$ cat src/rtl/alu_cmd_driver.sv
// alu_cmd_driver: valid/ready command driver for a combinational 4-bit ALU, one op in flight.
// Optional ALU_CMD_SELFCHECK_EN adds a result model with chk_err/err_count outputs.
module alu_cmd_driver #(
  parameter int SETTLE_CYCLES = 1,
  parameter int CNT_W = 8
) (
  input  logic             clk,
  input  logic             rst,
  input  logic             cmd_valid,
  output logic             cmd_ready,
  input  logic [3:0]       cmd_sel,
  input  logic [3:0]       cmd_a,
  input  logic [3:0]       cmd_b,
  output logic [3:0]       alu_a,
  output logic [3:0]       alu_b,
  output logic [3:0]       alu_sel,
  input  logic [4:0]       alu_y,
  output logic             res_valid,
  input  logic             res_ready,
  output logic [4:0]       res_y,
  output logic [3:0]       res_sel,
  output logic             busy,
`ifdef ALU_CMD_SELFCHECK_EN
  output logic             chk_err,
  output logic [CNT_W-1:0] err_count,
`endif
  output logic [CNT_W-1:0] op_count
);
  typedef enum logic [1:0] {IDLE, SETTLE, RESULT} state_t;
  state_t state;
  logic [3:0] cnt;
  assign cmd_ready = state == IDLE;
  assign busy = state != IDLE;
`ifdef ALU_CMD_SELFCHECK_EN
  // Arithmetic ops see sign-extended operands, logical ops zero-extended.
  function automatic logic [4:0] model(input logic [3:0] s, input logic [3:0] a, input logic [3:0] b);
    logic [4:0] sa, sb, za, zb, r;
    sa = {a[3], a};
    sb = {b[3], b};
    za = {1'b0, a};
    zb = {1'b0, b};
    if (!s[3])
      case (s[2:0])
        3'd0: r = sa + 5'd1;
        3'd1: r = sa - 5'd1;
        3'd2: r = sb;
        3'd3: r = sb + 5'd1;
        3'd4: r = sb - 5'd1;
        3'd5: r = sa;
        3'd6: r = sa + sb;
        default: r = sa << 1;
      endcase
    else
      case (s[2:0])
        3'd0: r = ~za;
        3'd1: r = ~zb;
        3'd2: r = za & zb;
        3'd3: r = za | zb;
        3'd4: r = za ^ zb;
        3'd5: r = ~(za ^ zb);
        3'd6: r = ~(za & zb);
        default: r = ~(za | zb);
      endcase
    return r;
  endfunction
  logic mismatch;
  assign mismatch = alu_y != model(alu_sel, alu_a, alu_b);
  always_ff @(posedge clk or posedge rst) begin
    if (rst) begin
      chk_err <= 1'b0;
      err_count <= '0;
    end else begin
      chk_err <= state == SETTLE && cnt == 4'd0 && mismatch;
      if (state == SETTLE && cnt == 4'd0 && mismatch && err_count != '1)
        err_count <= err_count + 1'b1;
    end
  end
`endif
  always_ff @(posedge clk or posedge rst) begin
    if (rst) begin
      state <= IDLE;
      cnt <= '0;
      alu_a <= '0;
      alu_b <= '0;
      alu_sel <= '0;
      res_y <= '0;
      res_sel <= '0;
      res_valid <= 1'b0;
      op_count <= '0;
    end else begin
      case (state)
        IDLE:
          if (cmd_valid) begin
            alu_a <= cmd_a;
            alu_b <= cmd_b;
            alu_sel <= cmd_sel;
            cnt <= 4'(SETTLE_CYCLES - 1);
            state <= SETTLE;
          end
        SETTLE:
          if (cnt == 4'd0) begin
            res_y <= alu_y;
            res_sel <= alu_sel;
            res_valid <= 1'b1;
            state <= RESULT;
          end else begin
            cnt <= cnt - 4'd1;
          end
        RESULT:
          if (res_ready) begin
            res_valid <= 1'b0;
            op_count <= op_count + 1'b1;
            state <= IDLE;
          end
        default: state <= IDLE;
      endcase
    end
  end
endmodule

$ cat config.mk
export PLATFORM = sky130hd
export DESIGN_NAME = alu_cmd_driver
export DESIGN_NICKNAME = d
export VERILOG_FILES = /design/src/rtl/alu_cmd_driver.sv
export SDC_FILE = /design/constraint.sdc
export NUM_CORES = 1
export LEC_CHECK = 0
export CORE_MARGIN = 8
export CORE_UTILIZATION = 45
export CTS_BUF_LIST = sky130_fd_sc_hd__clkbuf_4
export DETAILED_ROUTE_END_ITERATION = 16
export GPL_TIMING_DRIVEN = 0
export MAX_ROUTING_LAYER = met4
export PLACE_DENSITY = 0.86
export SKIP_CTS_REPAIR_TIMING = 1
export SLEW_MARGIN = 5
export SYNTH_ARGS = -nofsm -noshare
export SYNTH_HDL_FRONTEND = slang
export SYNTH_SLANG_ARGS = --single-unit
$ cat constraint.sdc
create_clock -name clk -period 2.4 [get_ports clk]
set_clock_uncertainty 0.15 [all_clocks]
set_input_delay 0.6 -clock clk [delete_from_list [all_inputs] [get_ports clk]]
set_output_delay 0.6 -clock clk [all_outputs]
set_load 0.01 [all_outputs]
==> results.json, run 1 <==
{
  "yosysSeqAreaShare": 0.588,
  "num_antenna_cells": 0,
  "clk_latency_ns": 0.33,
  "setup_viol": 0,
  "ys_types": 29,
  "crit_buf_inv": 2,
  "tightest_slew_ns": 0.717,
  "synth_edf_count": 0,
  "final_common_cell": "clkdlybuf4s50_1",
  "antenna_found_initial": 0,
  "cts.clk_slew.worst_paths_ns": 0.10,
  "htreeDepth": 2,
  "crit_slowest_cell": "clkdlybuf4s50_1",
  "slew_viol_final": 0,
  "post-route-drc-count": 0,
  "die_w_um": 74.4,
  "gp_congestion": 0.804,
  "fin_util": 0.655,
  "p_leak_nw": 0.954,
  "dpl.cell_count": 213,
  "cts_made_buffers": 5,
  "startpoint_type": "flop",
  "grt_overflow": 0,
  "crit_type": "flop to primary output",
  "rsz0062_at_grt": "false",
  "cp-end-kind": "primary output",
  "status": "finished clean",
  "wirelength_um": 3500,
  "area_delta_synth_final_pct": 41.4,
  "die_h_um": 74.4,
  "power_density_nw_per_um2": 1260,
  "cp.required_ns": 1.65,
  "fillers": 257,
  "slowest_delay_ns": 0.55,
  "ys_warn_count": 0,
  "syn_area_um2": 1530,
  "tns_ns": 0,
  "fin_nets": 197,
  "syn-num-nets": 138,
  "slew_headroom": 0.521,
  "worstHoldPathType": "flop to flop",
  "cap_violations": 0,
  "critPathMaxFanout": 10,
  "floorplan.rows": 21,
  "async_flop_share": 1.00,
  "io_pins": 53,
  "hold_viol": 0,
  "syn_avg_cell_area_um2": 13.3,
  "fmax_mhz": 436,
  "hpwl_um": 2680,
  "drt-initial-drc-count": 100,
  "vias": 1095,
  "cts_tree": "built",
  "min_period_ns": 2.30,
  "crit_chain": "buf_4, nor2_2, clkdlybuf4s50_1",
  "grt_use_total": 0.141,
  "core_area_um2": 3310,
  "crit_arrival_ns": 1.55,
  "syn_inst": 115,
  "grt_pass1_vias": 1204,
  "synth_seq_cells": 36,
  "final_cells": 221,
  "synth_ff_type": "dfrtp_1",
  "drive_above_1_share": 0.211,
  "final_cell_mix": "clkdlybuf4s50_1 (52), dfrtp_1 (36), mux2_2 (14)",
  "viasPerCell": 4.95,
  "dr.pass1.iters": 4,
  "cp_top_family": "buffers and inverters",
  "grt_start_max_net_pins": 37,
  "drtAntennaViolNets": 0,
  "wl_per_cell_um": 15.8,
  "dieArea_um2": 5530,
  "clockBufferDepth": 2,
  "post-route-period-util": 0.957,
  "grt_pass1_wl_um": 5740,
  "cts_root_buffer": "clkbuf_4",
  "port_buffers": 52,
  "peakVddDrop_uv": 638,
  "initial_utilization": 0.463,
  "cts_sinks": 36
}
cells in the mapped netlist (3+ instances only):
library cell	count	share of area
xnor2_1	3	0.017
mux2_4	8	0.078
nand2_1	7	0.017
inv_1	6	0.015
nand3_1	5	0.016
mux2_2	14	0.10
nand4_1	3	0.012
dfrtp_1	36	0.59
nor2_1	4	0.0098
xor2_1	4	0.023
cell families (layout without fill, tap and decap cells):
family / count (synthesis) / in the layout / synth area share
and+or+nand+nor: 29 / 29 / 0.0988
buffers and inverters: 10 / 70 / 0.0351
AOI/OAI and AO/OA: 9 / 9 / 0.0408
DFF: 36 / 36 / 0.588
xor gates and xnor gates: 7 / 7 / 0.0400
muxes: 22 / 22 / 0.181
adders and majority gates: 2 / 2 / 0.0163
flip-flops by register name, indices dropped and copies added (netlist names):
signal	count
cnt	4
op_count	8
state	2
res_valid	1
alu_a	4
res_sel	4
res_y	5
alu_b	4
alu_sel	4
worst register-to-register path, delay by kind of cell, from the launching register on:
family,cells,cell delay [ns]
AO/OA/AOI/OAI,1,0.32
adder cells (fa/ha/maj),1,0.25
buffers and inverters,1,0.06
flip-flops,1,0.42
AND/OR/NAND/NOR,2,0.48
report_power, final:
group	internal (W)	switching, W
Combinational	0.000813	0.000537
Clock	0.000135	0.000188
Sequential	0.000867	0.000182
per-layer routing:
metal  vias up  global-route usage  routed length [um]
met5         -                   -                   0
met4         0              0.0891                 106
met3         9              0.0243                 165
li1        517                   -                   -
met2        31               0.232                1790
met1       538               0.153                1430
final timing paths:
check,startpoint,to,slack (ns),cells past startpoint
hold / removal,op_count[7],op_count[7],0.33,1
hold reg to reg,op_count[7],op_count[7],0.33,1
max in group asynchronous,rst,alu_a[0],1.08,2
setup / recovery,state[0],cmd_ready,0.10,3
min in group asynchronous,rst,op_count[3],0.55,2
setup reg to reg,cnt[0],cnt[1],0.60,5
through the flow:
step | setup slack [ns] | hold WS, ns | cell area [um^2] | power [W]
6_report | 0.104 | 0.333 | 2170 | 0.00272
5_1_grt | 0.0327 | 0.350 | 2170 | 0.00290
4_1_cts | 0.0872 | 0.336 | 2170 | 0.00275
3_5_place_dp | 0.0750 | 0.319 | 2110 | 0.00242
3_3_place_gp | 0.116 | 0.308 | 2110 | 0.00236
2_1_floorplan | 0.744 | 0.336 | 1530 | 0.00175
layout make-up:
type	instances	area [um^2]	share of cell area
flip-flops and latches	36	901	0.416
multi-input cells	69	578	0.267
plain buffers	4	31.3	0.0144
well taps	46	57.6	0.0266
clock buffers	7	52.6	0.0242
repair buffers	52	520	0.240
inverters	6	22.5	0.0104
clock inverters	1	3.75	0.00173
(Power assumes the default switching activity.)
==> run 2: changes to the inputs <==
--- a/config.mk
+++ b/config.mk
@@ -5,9 +5,11 @@
 export SDC_FILE = /design/constraint.sdc
 export NUM_CORES = 1
 export LEC_CHECK = 0
+export CAP_MARGIN = 20
 export CORE_MARGIN = 8
 export CORE_UTILIZATION = 45
 export CTS_BUF_LIST = sky130_fd_sc_hd__clkbuf_4
+export CTS_CLUSTER_SIZE = 30
 export DETAILED_ROUTE_END_ITERATION = 16
 export GPL_TIMING_DRIVEN = 0
 export MAX_ROUTING_LAYER = met4
==> run 2 against run 1 <==
Worst setup slack worse by 0.015 ns. Clock power is 4% lower. Register-to-register slack better by 0.02 ns. Sequential share of layout area is 0.52 points lower. Routed wire length is 0.89% higher. Utilization is 0.83 points higher. Power is 0.39% lower. Via count is 2.2% higher. Maximum frequency is 0.65% lower.
==> results.json, run 2 (synthesis gave the netlist of run 1 again) <==
{
  "status": "finished clean",
  "r2r_slack_ns": 0.62,
  "power_density_nw_per_um2": 1240,
  "worstHoldPathType": "flop to flop",
  "initial_utilization": 0.463,
  "cts_sinks": 36,
  "tns_ns": 0,
  "viasPerCell": 5.04,
  "dieArea_um2": 5530,
  "slew_headroom": 0.575,
  "worstHoldEndpoint": "op_count[7]",
  "fin_nets": 198,
  "fin_area_um2": 2190,
  "setup_viol": 0,
  "min_period_ns": 2.31,
  "cts_made_buffers": 5,
  "clockBufferDepth": 2,
  "antenna_found_initial": 0,
  "cts_tree": "built",
  "fmax_mhz": 433,
  "p_leak_nw": 0.969,
  "port_buffers": 52,
  "r2r-end": "cnt[1]",
  "tightest_slew_ns": 0.637,
  "fillers": 233,
  "cp.required_ns": 1.65,
  "slew_viol_final": 0,
  "vias": 1119,
  "drive_above_1_share": 0.216,
  "grt_use_total": 0.142,
  "io_pins": 53,
  "slowest_delay_ns": 0.55,
  "holdWs_ns": 0.331,
  "peakVddDrop_uv": 722,
  "cap_violations": 0,
  "startpoint_type": "flop",
  "num_antenna_cells": 0,
  "post-route-drc-count": 0,
  "grt_start_max_net_pins": 23,
  "crit_type": "flop to primary output",
  "reg.largest.list": "op_count (8), res_y (5)",
  "drtAntennaViolNets": 0,
  "final_cell_mix": "clkdlybuf4s50_1 (52), dfrtp_1 (36), mux2_2 (14)",
  "dpl.cell_count": 214,
  "cts_root_buffer": "clkbuf_4",
  "final_cells": 222,
  "reg2reg_depth": 5,
  "rsz0062_at_grt": "false",
  "clk_latency_ns": 0.34,
  "gp_congestion": 0.804,
  "grt_pass1_vias": 1229,
  "crit_arrival_ns": 1.56,
  "floorplan.rows": 21,
  "crit_slowest_cell": "clkdlybuf4s50_1",
  "r2r-start": "cnt[0]",
  "wirelength_um": 3530,
  "cp-end-kind": "primary output",
  "cts.clk_slew.worst_paths_ns": 0.11,
  "worstHoldStart": "op_count[7]",
  "critPathMaxFanout": 10,
  "post-route-period-util": 0.963,
  "grt_overflow": 0,
  "htreeDepth": 2,
  "core_area_um2": 3310,
  "area_delta_synth_final_pct": 43.2,
  "hold_depth": 1,
  "die_h_um": 74.4,
  "die_w_um": 74.4,
  "grt_pass1_wl_um": 5820,
  "placed_cell_area_um2": 2140,
  "hpwl_um": 2740,
  "drt-initial-drc-count": 84,
  "crit_chain": "buf_4, nor2_2, clkdlybuf4s50_1",
  "wl_per_cell_um": 15.9,
  "top_register": "op_count",
  "dr.pass1.iters": 4,
  "largest_register_ffs": 8,
  "final_common_cell": "clkdlybuf4s50_1",
  "hold_viol": 0
}
-- run 2: cell count changes in the layout (fill, tap and decap cells not counted), sizes merged --
| cell | before | now |
|---|---|---|
| buf | 4 | 5 |
| clkinv | 1 | 3 |
| clkbuf | 7 | 5 |
-- run 2: worst max-delay path, delay by kind of cell (launching register included) --
kind,cells,cell delay [ns]
simple gates,1,0.14
flops,1,0.37
buf+inv,2,0.71
-- run 2: report_power, final --
| group | switching [W] | internal (W) | total (W) |
|---|---|---|---|
| Combinational | 0.000535 | 0.000817 | 0.00135 |
| Clock | 0.000197 | 0.000112 | 0.000310 |
| Sequential | 0.000183 | 0.000867 | 0.00105 |
| Total | 0.000915 | 0.00180 | 0.00271 |
-- run 2: stage by stage --
step,worst slack (ns),util,power [W]
floorplan,0.744,-,0.00175
global placement,0.116,0.638,0.00236
detailed placement,0.282,0.646,0.00242
CTS,0.0738,0.663,0.00274
global route,0.00591,0.663,0.00289
finish,0.0892,0.663,0.00271
-- run 2: layer usage --
metal	wire length [um]	global-route usage
met1	1320	0.147
met2	1930	0.249
met3	201	0.0296
met4	76	0.0717
met5	0	-
-- run 2: worst max-delay path by stage --
stage	startpoint	to	slack [ns]	cells after the start
2_1_floorplan	state[0]	alu_a[0]	0.74	6
3_3_place_gp	rst	alu_a[2]	0.12	2
3_5_place_dp	cmd_valid	alu_b[1]	0.28	5
4_1_cts	state[0]	cmd_ready	0.07	3
5_1_grt	state[0]	cmd_ready	0.006	3
6_report	state[0]	cmd_ready	0.09	3
-- run 2: area by class of cell --
cell class,count,area (um^2),area share
clock inverter,3,18.8,0.00855
sequential,36,901,0.410
tap,46,57.6,0.0262
multi-input combinational,69,578,0.263
inverter,6,22.5,0.0103
buffer,4,31.3,0.0143
clock buffer,5,37.5,0.0171
timing repair buffer,53,548,0.250
